--- src/rtl/usb_pkg.sv ---
// usb_pkg: shared USB receive types, CRC constants and bit-serial CRC steps.
package usb_pkg;
   typedef enum logic [1:0] {PT_SPECIAL = 2'b00, PT_TOKEN = 2'b01, PT_HANDSHAKE = 2'b10, PT_DATA = 2'b11} pid_type_e;
   typedef enum logic [2:0] {ERR_NONE, ERR_PID, ERR_CRC, ERR_LEN, ERR_OVF, ERR_ABORT} err_e;
   typedef enum logic [2:0] {S_IDLE, S_PID, S_BODY, S_WAIT_EOP, S_DONE} state_e;
   localparam logic [4:0] CRC5_INIT = 5'h1F, CRC5_POLY = 5'h05, CRC5_RES = 5'h0C;
   localparam logic [15:0] CRC16_INIT = 16'hFFFF, CRC16_POLY = 16'h8005, CRC16_RES = 16'h800D;
   function automatic logic [4:0] crc5_step(input logic [4:0] c, input logic b);
      return {c[3:0], 1'b0} ^ ((c[4] ^ b) ? CRC5_POLY : 5'h00);
   endfunction
   function automatic logic [15:0] crc16_step(input logic [15:0] c, input logic b);
      return {c[14:0], 1'b0} ^ ((c[15] ^ b) ? CRC16_POLY : 16'h0000);
   endfunction
endpackage

--- src/rtl/usb_pkt_rx_buf_if.sv ---
// usb_pkt_rx_buf_if: payload byte stream with valid/ready flow control.
interface usb_pkt_rx_buf_if;
   logic [7:0] m_data;
   logic m_valid;
   logic m_ready;
   modport master(output m_data, m_valid, input m_ready);
   modport slave(input m_data, m_valid, output m_ready);
endinterface

--- src/rtl/usb_byte_fifo.sv ---
// usb_byte_fifo: first-word-fall-through byte FIFO; head reads 0 while empty.
module usb_byte_fifo #(
   parameter int FIFO_DEPTH = 8
) (
   input  logic       clk,
   input  logic       rst_n,
   input  logic       push,
   input  logic [7:0] din,
   input  logic       pop,
   output logic [7:0] dout,
   output logic       full,
   output logic       empty
);
   localparam int AW = $clog2(FIFO_DEPTH);
   logic [7:0] mem [FIFO_DEPTH];
   logic [AW:0] wp, rp;
   logic wr, rd;
   assign empty = wp == rp;
   assign full = (wp[AW] != rp[AW]) && (wp[AW-1:0] == rp[AW-1:0]);
   assign wr = push && (!full || pop);
   assign rd = pop && !empty;
   assign dout = empty ? 8'h00 : mem[rp[AW-1:0]];
   always_ff @(posedge clk or negedge rst_n)
      if (!rst_n) begin
         wp <= '0;
         rp <= '0;
      end else begin
         if (wr) wp <= wp + 1'b1;
         if (rd) rp <= rp + 1'b1;
      end
   always_ff @(posedge clk)
      if (wr) mem[wp[AW-1:0]] <= din;
endmodule

--- src/rtl/usb_pkt_rx_buf.sv ---
// usb_pkt_rx_buf: USB packet receiver with PID/CRC checks, token decode and a
// FIFO-buffered payload stream; every packet ends with a status report.
module usb_pkt_rx_buf
   import usb_pkg::*;
#(
   parameter int MAX_PAYLOAD = 64,
   parameter int FIFO_DEPTH = 8,
   parameter int LEN_W = $clog2(MAX_PAYLOAD + 1)
) (
   input  logic             clk,
   input  logic             rst_n,
   input  logic             rx_start,
   input  logic             rx_status,
   input  logic             rx_bit,
   input  logic             rx_finish,
   output logic [3:0]       pid,
   output logic             pid_valid,
   output logic [6:0]       tok_addr,
   output logic [3:0]       tok_endp,
   output logic [10:0]      sof_frame,
   usb_pkt_rx_buf_if.master m,
   output logic             pkt_done,
   output logic             pkt_ok,
   output logic [2:0]       pkt_err,
   output logic [LEN_W-1:0] pkt_len
);
   state_e state, nxt;
   pid_type_e ptype;
   err_e err;
   logic [2:0] bit_cnt;
   logic [1:0] byte_cnt, held;
   logic [6:0] sh;
   logic [7:0] nb, d0, d1;
   logic [10:0] body;
   logic [4:0] crc5;
   logic [15:0] crc16;
   logic [LEN_W-1:0] len_cnt;
   logic pid_seen, f_pid, f_len, f_ovf;
   logic bit_in, byte_end, pid_ok, at_max, push, pop, full, empty, len_bad, crc_bad;
   assign bit_in = rx_status && !rx_start && (state == S_PID || state == S_BODY || state == S_WAIT_EOP);
   assign nb = {rx_bit, sh};
   assign byte_end = bit_in && bit_cnt == 3'd7;
   assign pid_ok = nb[7:4] == ~nb[3:0];
   assign at_max = len_cnt == LEN_W'(MAX_PAYLOAD);
   // The two newest bytes stay in d0/d1 so the trailing CRC16 is never pushed
   assign push = byte_end && state == S_BODY && ptype == PT_DATA && held == 2'd2 && !at_max;
   assign pop = m.m_valid && m.m_ready;
   assign m.m_valid = !empty;
   assign len_bad = f_len || !pid_seen || bit_cnt != 3'd0 ||
      (ptype == PT_HANDSHAKE ? byte_cnt != 2'd0 : ptype == PT_DATA ? byte_cnt < 2'd2 : byte_cnt != 2'd2);
   assign crc_bad = ptype == PT_HANDSHAKE ? 1'b0 : ptype == PT_DATA ? crc16 != CRC16_RES : crc5 != CRC5_RES;
   assign err = f_pid ? ERR_PID : len_bad ? ERR_LEN : f_ovf ? ERR_OVF : crc_bad ? ERR_CRC : ERR_NONE;
   usb_byte_fifo #(.FIFO_DEPTH(FIFO_DEPTH)) u_fifo (
      .clk(clk), .rst_n(rst_n), .push(push), .din(d1), .pop(pop),
      .dout(m.m_data), .full(full), .empty(empty)
   );
   always_ff @(posedge clk or negedge rst_n)
      if (!rst_n) state <= S_IDLE;
      else state <= nxt;
   always_comb begin
      nxt = state;
      if (rx_start) nxt = S_PID;
      else if (state == S_DONE) nxt = S_IDLE;
      else if (rx_finish && state != S_IDLE) nxt = S_DONE;
      else if (state == S_PID && byte_end) nxt = (!pid_ok || nb[1:0] == PT_HANDSHAKE) ? S_WAIT_EOP : S_BODY;
   end
   always_ff @(posedge clk or negedge rst_n)
      if (!rst_n) begin
         {pid, pid_valid, tok_addr, tok_endp, sof_frame, pkt_done, pkt_ok, pkt_err, pkt_len} <= '0;
         {bit_cnt, byte_cnt, held, sh, d0, d1, body, len_cnt} <= '0;
         {pid_seen, f_pid, f_len, f_ovf} <= '0;
         ptype <= PT_SPECIAL;
         crc5 <= CRC5_INIT;
         crc16 <= CRC16_INIT;
      end else begin
         pkt_done <= 1'b0;
         if (rx_start) begin
            {bit_cnt, byte_cnt, held, len_cnt, pid_seen, f_pid, f_len, f_ovf, pid_valid} <= '0;
            crc5 <= CRC5_INIT;
            crc16 <= CRC16_INIT;
            pkt_done <= state == S_PID || state == S_BODY;
            pkt_err <= (state == S_PID || state == S_BODY) ? ERR_ABORT : ERR_NONE;
            pkt_ok <= 1'b0;
            pkt_len <= '0;
         end else begin
            if (bit_in) begin
               sh <= nb[7:1];
               bit_cnt <= bit_cnt + 3'd1;
               if (byte_end && state != S_PID && byte_cnt != 2'd3) byte_cnt <= byte_cnt + 2'd1;
               if (state == S_BODY) begin
                  crc5 <= crc5_step(crc5, rx_bit);
                  crc16 <= crc16_step(crc16, rx_bit);
                  if (byte_cnt == 2'd0 || (byte_cnt == 2'd1 && bit_cnt < 3'd3)) body <= {rx_bit, body[10:1]};
               end
               if (byte_end && state == S_PID) begin
                  pid <= nb[3:0];
                  pid_valid <= pid_ok;
                  pid_seen <= 1'b1;
                  f_pid <= !pid_ok;
                  ptype <= pid_type_e'(nb[1:0]);
               end
               if (byte_end && state == S_BODY && ptype == PT_DATA) begin
                  d0 <= nb;
                  d1 <= d0;
                  if (held != 2'd2) held <= held + 2'd1;
                  else if (at_max) f_len <= 1'b1;
                  else begin
                     len_cnt <= len_cnt + 1'b1;
                     if (full && !pop) f_ovf <= 1'b1;
                  end
               end
            end
            if (state == S_DONE) begin
               pkt_done <= 1'b1;
               pkt_err <= err;
               pkt_ok <= err == ERR_NONE;
               pkt_len <= len_cnt;
               if (ptype == PT_TOKEN && !f_pid && !len_bad) begin
                  tok_addr <= body[6:0];
                  tok_endp <= body[10:7];
                  sof_frame <= body;
               end
            end
         end
      end
endmodule

--- src/flat_wrapper.sv ---
// flat-port wrapper written by rule: the top's interface ports become plain ports
module usb_pkt_rx_buf_flat import usb_pkg::*;
#(
   parameter int MAX_PAYLOAD = 64,
   parameter int FIFO_DEPTH = 8,
   parameter int LEN_W = $clog2(MAX_PAYLOAD + 1)
)
  (clk, rst_n, rx_start, rx_status, rx_bit, rx_finish, pid, pid_valid, tok_addr, tok_endp, sof_frame, pkt_done, pkt_ok, pkt_err, pkt_len, m_m_data, m_m_valid, m_m_ready);
  usb_pkt_rx_buf_if m_i ();
  input  logic clk;
  input  logic rst_n;
  input  logic rx_start;
  input  logic rx_status;
  input  logic rx_bit;
  input  logic rx_finish;
  output logic [3:0] pid;
  output logic pid_valid;
  output logic [6:0] tok_addr;
  output logic [3:0] tok_endp;
  output logic [10:0] sof_frame;
  output logic pkt_done;
  output logic pkt_ok;
  output logic [2:0] pkt_err;
  output logic [LEN_W-1:0] pkt_len;
  output wire logic [$bits(m_i.m_data)-1:0] m_m_data;
  output wire logic [$bits(m_i.m_valid)-1:0] m_m_valid;
  input wire logic [$bits(m_i.m_ready)-1:0] m_m_ready;
  assign m_m_data = m_i.m_data;
  assign m_m_valid = m_i.m_valid;
  assign m_i.m_ready = m_m_ready;
  usb_pkt_rx_buf #(.MAX_PAYLOAD(MAX_PAYLOAD), .FIFO_DEPTH(FIFO_DEPTH), .LEN_W(LEN_W)) u_core (.clk(clk), .rst_n(rst_n), .rx_start(rx_start), .rx_status(rx_status), .rx_bit(rx_bit), .rx_finish(rx_finish), .pid(pid), .pid_valid(pid_valid), .tok_addr(tok_addr), .tok_endp(tok_endp), .sof_frame(sof_frame), .m(m_i), .pkt_done(pkt_done), .pkt_ok(pkt_ok), .pkt_err(pkt_err), .pkt_len(pkt_len));
endmodule
--- config.mk ---
export PLATFORM = sky130hd
export DESIGN_NAME = usb_pkt_rx_buf_flat
export DESIGN_NICKNAME = d
export VERILOG_FILES = /design/src/rtl/usb_pkg.sv /design/src/rtl/usb_pkt_rx_buf_if.sv /design/src/rtl/usb_byte_fifo.sv /design/src/rtl/usb_pkt_rx_buf.sv /design/src/flat_wrapper.sv
export SDC_FILE = /design/constraint.sdc
export NUM_CORES = 1
export LEC_CHECK = 0
export ABC_AREA = 1
export BUFFER_PORTS_ARGS = -buffer_cell sky130_fd_sc_hd__buf_2
export CAP_MARGIN = 20
export CORE_UTILIZATION = 24
export CTS_CLUSTER_DIAMETER = 50
export DETAILED_ROUTE_END_ITERATION = 8
export PLACE_DENSITY_LB_ADDON = 0.2
export SLEW_MARGIN = 10
export SYNTH_ARGS = -nofsm -noshare
export SYNTH_HDL_FRONTEND = slang
export SYNTH_HIERARCHICAL = 1
export SYNTH_SLANG_ARGS = --single-unit
--- constraint.sdc ---
create_clock -name clk -period 3 [get_ports clk]
set_clock_uncertainty 0.15 [all_clocks]
set_input_delay 0.15 -clock clk [delete_from_list [all_inputs] [get_ports clk]]
set_output_delay 0.15 -clock clk [all_outputs]
set_load 0.02 [all_outputs]
---- Yosys cells after proc, flatten, opt, wreduce, memory -nomap -nowiden ----
Memories as Yosys holds them, arrays and structs flattened.
Index checks and enable logic that the tools add are counted.
operators by class
  add/subtract/negate cells ............... 6
  $lt $le $gt $ge ......................... 2
  eq/ne operators ......................... 24
  multiplexer cells ....................... 67
  bitwise operators ....................... 6
  reductions and logical operators ........ 63
operator list
  operator                                                         count
  16-bit 2-to-1 mux                                                4
  7-bit 2-to-1 mux                                                 7
  3-bit 2-to-1 mux                                                 13
  1-bit 2-to-1 mux                                                 31
  2-bit nonzero test                                               10
  1-bit logical AND                                                19
  2-bit 2-to-1 mux                                                 8
  16-bit inequality test, second input constant                    1
  16-bit XOR                                                       1
  5-bit 2-to-1 mux                                                 3
  3-bit AND reduction                                              4
  4-bit AND reduction                                              3
  2-bit inequality test, second input constant                     5
  1-bit logical NOT                                                9
  4-bit by 1-bit adder with 4-bit output, second input constant    2
  2-bit == test, second input constant                             4
  4-bit == test                                                    2
  1-bit logical OR                                                 8
  8-bit 2-to-1 mux                                                 1
  2-bit AND reduction                                              4
  7-bit by 1-bit adder with 7-bit output, second input constant    1
  7-bit == test, second input constant                             1
  3-bit by 2-bit == test with 1-bit output, second input constant  2
  3-bit == test, second input constant                             2
  19 further kinds                                                 23
word-level totals
  register bits after elaboration ......... 125
  bits in writable memories ............... 64
  input port bits ......................... 7
  word-level logic and storage cells ...... 196
  memories ................................ 1
memory list
  name               words  bits a word  read ports  clocked after Yosys merged registers in  write ports  RTL line             source
  u_core.u_fifo.mem  8      8            1           0                                        1            usb_byte_fifo.sv:15  logic [7:0] mem [FIFO_DEPTH];

---- Depth between registers and ports, before layout ----
  depth after elaboration ................. 12
  mapped depth ............................ 14
  gate-level depth less buffers ........... 12

---- Modules after synthesis ----
The synthesis kept the hierarchy.
modules (own cells, without submodules)
  module          times used  cells each  area an instance (um^2)  sequential area each (um^2)
  usb_pkt_rx_buf  1           520         4649.5                   2628.8
  usb_byte_fifo   1           270         3074.2                   2122.0

---- Worst setup path before layout ----
Ideal clock, no wire load.
  kind .................................... reg2reg
  from .................................... register u_core.u_fifo.rp[1]
  to ...................................... memory u_core.u_fifo.mem[4][0] (enable)
  setup time .............................. 370 ps
  arrival ................................. 2067 ps
  required time ........................... 2480 ps
  path slack .............................. 412 ps
  stages on the path, launching flop included .. 14
  period minus slack after synthesis ...... 2588 ps
  cells stage by stage .................... dfrtp_1 buf_4 inv_2 nand2_1 nand2_2 nor2_4 nand3_2 buf_6 inv_1 nor2_1 inv_1 nand4_4 nand3_1 nor2_1
between the ends
  word-level cells in the longest chain between the ends .. 7
ends and longest elaborated chain
  what                                    RTL line              source
  from (decl)                             usb_byte_fifo.sv:16   logic [AW:0] wp, rp;
  from (signal assigned)                  usb_byte_fifo.sv:29   if (rd) rp <= rp + 1'b1;
  4-bit == test                           usb_byte_fifo.sv:18   assign empty = wp == rp;
  net u_core.empty                        usb_pkt_rx_buf.sv:39  logic bit_in, byte_end, pid_ok, at_max, push, pop, full, empty, len_bad, crc_bad;
  1-bit logical NOT                       usb_pkt_rx_buf.sv:48  assign m.m_valid = !empty;
  1-bit logical AND                       usb_pkt_rx_buf.sv:47  assign pop = m.m_valid && m.m_ready;
  net u_core.pop                          usb_pkt_rx_buf.sv:39
  1-bit logical OR                        usb_byte_fifo.sv:20   assign wr = push && (!full || pop);
  1-bit logical AND                       usb_byte_fifo.sv:20
  1-bit 2-to-1 mux                        usb_byte_fifo.sv:32   if (wr) mem[wp[AW-1:0]] <= din;
  1-bit 2-to-1 mux (implied by the code)  usb_byte_fifo.sv:32
  to (decl)                               usb_byte_fifo.sv:15
The timed path passes the listed nets, and every way through them passes these cells.

---- Final worst setup path ----
  from .................................... register u_core.u_fifo.wp[3]
  to ...................................... memory u_core.u_fifo.mem[2][2] (enable)
between the ends
  word-level cells in the longest chain between the ends .. 7
ends and longest elaborated chain
  what                                    RTL line              source
  from (decl)                             usb_byte_fifo.sv:16
  from (signal assigned)                  usb_byte_fifo.sv:28   if (wr) wp <= wp + 1'b1;
  4-bit == test                           usb_byte_fifo.sv:18
  net u_core.empty                        usb_pkt_rx_buf.sv:39
  1-bit logical NOT                       usb_pkt_rx_buf.sv:48
  1-bit logical AND                       usb_pkt_rx_buf.sv:47
  net u_core.pop                          usb_pkt_rx_buf.sv:39
  1-bit logical OR                        usb_byte_fifo.sv:20
  1-bit logical AND                       usb_byte_fifo.sv:20
  1-bit 2-to-1 mux                        usb_byte_fifo.sv:32
  1-bit 2-to-1 mux (implied by the code)  usb_byte_fifo.sv:32
The timed path passes the listed nets, and every way through them passes these cells.

==> metrics <==
final std cells w/o fill=1258; H-tree depth=4; clock transition at the registers of the reported paths=0.07 ns; Die Ht=181 um; Crit Path Category=reg2reg; DRC viols=0; Die Footprint=32900 um^2; count of cell types in the netlist=38; R2R cell count=9; worst-margin pin slew=0.804 ns; reg2reg start=u_core/u_fifo/wp[3]; Hold WS=0.0982 ns; startpoint types=flop; GR Util met1=15.6%; worst IR drop on VDD=0.348 mV; Reg2Reg Setup Slack=0.38 ns; FF+latch count, synth=176; Post-Syn Nets=809; GR peak layer=met2; Post-DP Area=8420 um^2; routed wire length=18000 um; most frequent CP cell=inv_1; Max Root-Sink Buffers=2; max_slew headroom=46.2%; worst flop-to-flop path endpoint=u_core/u_fifo/mem[2][2]; Post-CTS Resized=0; run status=completed; total track usage=11.4%; CTS tree=built; Placed Cells=1222; fin. max-slew vios=0; slowest stage delay, CP=0.62 ns; # setup viols final=0; Vias=5289; CTS Root Cell=clkbuf_16; sequential share of the synthesized area=61.5%; met2 usage=18.0%; start point of the critical path=u_core/u_fifo/wp[3]; share of post-route cells with drive strength above 1=17.2%; CP Max Fanout=8; RSZ-0062 raised after global routing=false; Cell Int Power=3.79 mW; DRT antenna net count=0; Crit-path slowest cell=nor2_1; drt wl/cell=14.3 um; initial core utilization=24.4%; Lkg Pwr=4.21 nW; Max Fclk=382 MHz; setup TNS=0 ns; first-pass GRT wire length=29400 um; sequence of cells on the critical path=xor2_2, inv_1, nand3_2, inv_1, nor2_1, inv_1, nand4_4, nand3_1, nor2_1; largest net degree at the start of global routing=41; Flop pwr share=50.2%; met3 usage=2.49%; Die X=181 um; NetSw=1.38 mW; P&R area growth vs syn=17.5%; final hold vios=0; total gr overflow=0; Core Box Area=31600 um^2; initial DRC count=276; post-route cell area=9080 um^2; total CTS buffers=17; post-synthesis average cell area=9.78 um^2; First-pass DRT Iterations=4; Tot Pwr=5.18 mW; final estimated routing congestion in global placement=0.765; detailed placement HPWL=12400 um; initial antenna violation count=0; CP endpoint kind=flop; Clk Latency, worst-skew pair=0.42 ns; mapped cell area=7720 um^2; CP Data Arrival Time=2.53 ns; Vias/cell=4.20; PortBufs=54; io pins=55; sw frac=26.7%; # rows=65; fin crit share=87.3%; Ant. Diodes=0; Logic pwr share=5.8%; Power Density=570 nW/um^2; Clk pwr share=44.0%; clock sinks=176; cts hold-fix bufs=4; fillcell total=3332; fin crit period=2.62 ns; capture point of the worst path=u_core/u_fifo/mem[2][2]; Hold WC Path Type=in2reg; Data required, critical path=2.91 ns; MaxCap Viol Count=0; fin nets=862; vias in the first global route=5400; synth warn=6; synthesized instance count=790; # Post-CTS Setup Buffers=0
through the flow:
stage                     setup WS [ns]  util, %
after global placement            0.453     26.6
after floorplan                   0.412        -
final                             0.380     28.7
after detailed placement          0.416     26.6
after CTS                         0.374     28.7
after global routing              0.130     28.7
cell type report:
type	instances	area (um^2)	area share [%]
Multi-Input combinational cell	487	2430	26.8
Inverter	87	327	3.60
Timing Repair Buffer	74	445	4.91
Tap cell	402	503	5.54
Clock inverter	15	194	2.14
Clock buffer	17	425	4.69
Sequential cell	176	4750	52.3
critical path, delay by kind of cell, from the launching register on:
| kind | cells | cell delay [ns] |
|---|---|---|
| xor gates and xnor gates | 1 | 0.25 |
| DFF | 1 | 0.42 |
| and+or+nand+nor | 5 | 1.18 |
| buffers and inverters | 3 | 0.24 |
layer usage:
metal / vias up / wire [um]
li1: 2682 / -
met1: 2510 / 8970
met2: 83 / 8230
met3: 14 / 563
met4: 0 / 241
met5: - / 0
Yosys cell counts:
master | count | share of area, %
nor2_2 | 2 | 0.16
buf_6 | 1 | 0.15
nand2_1 | 169 | 8.2
a31oi_1 | 1 | 0.081
a21oi_1 | 12 | 0.78
o21ai_0 | 80 | 5.2
ha_1 | 12 | 1.9
o211ai_1 | 3 | 0.29
or2_2 | 2 | 0.16
o22ai_1 | 9 | 0.73
inv_2 | 8 | 0.39
edfxtp_1 | 64 | 25
nand3_1 | 18 | 1.2
xnor2_1 | 8 | 0.91
buf_4 | 12 | 1.2
buf_1 | 2 | 0.097
a22oi_1 | 18 | 1.7
nand3_2 | 2 | 0.26
nor2_8 | 1 | 0.26
xnor2_2 | 1 | 0.21
dfstp_2 | 21 | 7.1
o21ai_1 | 25 | 1.6
nand3_4 | 1 | 0.23
nor3_4 | 1 | 0.21
dfrtp_1 | 91 | 29
inv_1 | 79 | 3.8
nor2_4 | 1 | 0.15
buf_2 | 10 | 0.65
nand2_2 | 3 | 0.24
nand4_4 | 1 | 0.28
a211oi_1 | 1 | 0.097
xor2_2 | 1 | 0.21
a21boi_0 | 1 | 0.097
nor2_1 | 95 | 4.6
nand4_1 | 7 | 0.57
clkbuf_1 | 15 | 0.73
nor3_1 | 6 | 0.39
xor2_1 | 6 | 0.68
state kept, by name, indices dropped and copies added, names as in the netlist, 3 cells and up:
register and cells:
u_core/len_cnt 7, u_core/d0 8, u_core/state 3, u_core/crc5 5, u_core/crc16 16, u_core/u_fifo/mem 64
u_core/tok_endp 4, u_core/pid 4, u_core/pkt_err 3, u_core/u_fifo/wp 4, u_core/sh 7, u_core/body 11
u_core/bit_cnt 3, u_core/tok_addr 6, u_core/u_fifo/rp 4, u_core/pkt_len 7, u_core/d1 8
how the worst min path moves through the flow:
stage | startpoint | to | cells past startpoint
6_report | m_m_ready | u_core/u_fifo/rp[1] | 6
3_5_place_dp | rst_n | u_core/tok_endp[1] | 1
5_1_grt | m_m_ready | u_core/u_fifo/rp[3] | 6
2_1_floorplan | rst_n | u_core/bit_cnt[0] | 0
4_1_cts | m_m_ready | u_core/u_fifo/rp[1] | 6
3_3_place_gp | rst_n | u_core/tok_endp[1] | 1
cell usage in the layout, fill, tap and decap left out, types with 17 or more instances in the layout:
master     Yosys  final
nor2_1        95     95
o21ai_0       80     80
nand2_1      169    169
dfrtp_1       91     91
o21ai_1       25     25
buf_2         10     53
dfstp_2       21     21
a22oi_1       18     18
nand3_1       18     18
inv_1         79     79
edfxtp_1      64     64
clkbuf_16      0     17
cells by family after synthesis:
family / count (synthesis) / synth area share [%]
adder cells (fa/ha/maj): 12 / 1.94
AO/OA/AOI/OAI: 150 / 10.6
AND/OR/NAND/NOR: 309 / 16.9
flip-flops: 176 / 61.5
buffers and inverters: 127 / 7.01
XOR/XNOR: 16 / 2.01
power groups by stage:
stage               sequential (mW)  combinational, mW  clock [mW]
detailed placement             2.65              0.305           0
finish                         2.60              0.301        2.28
CTS                            2.60              0.311        2.35
global placement               2.64              0.306           0
floorplan                      2.65              0.180           0
global route                   2.61              0.348        2.43
Power figures use the tool's default switching activity.
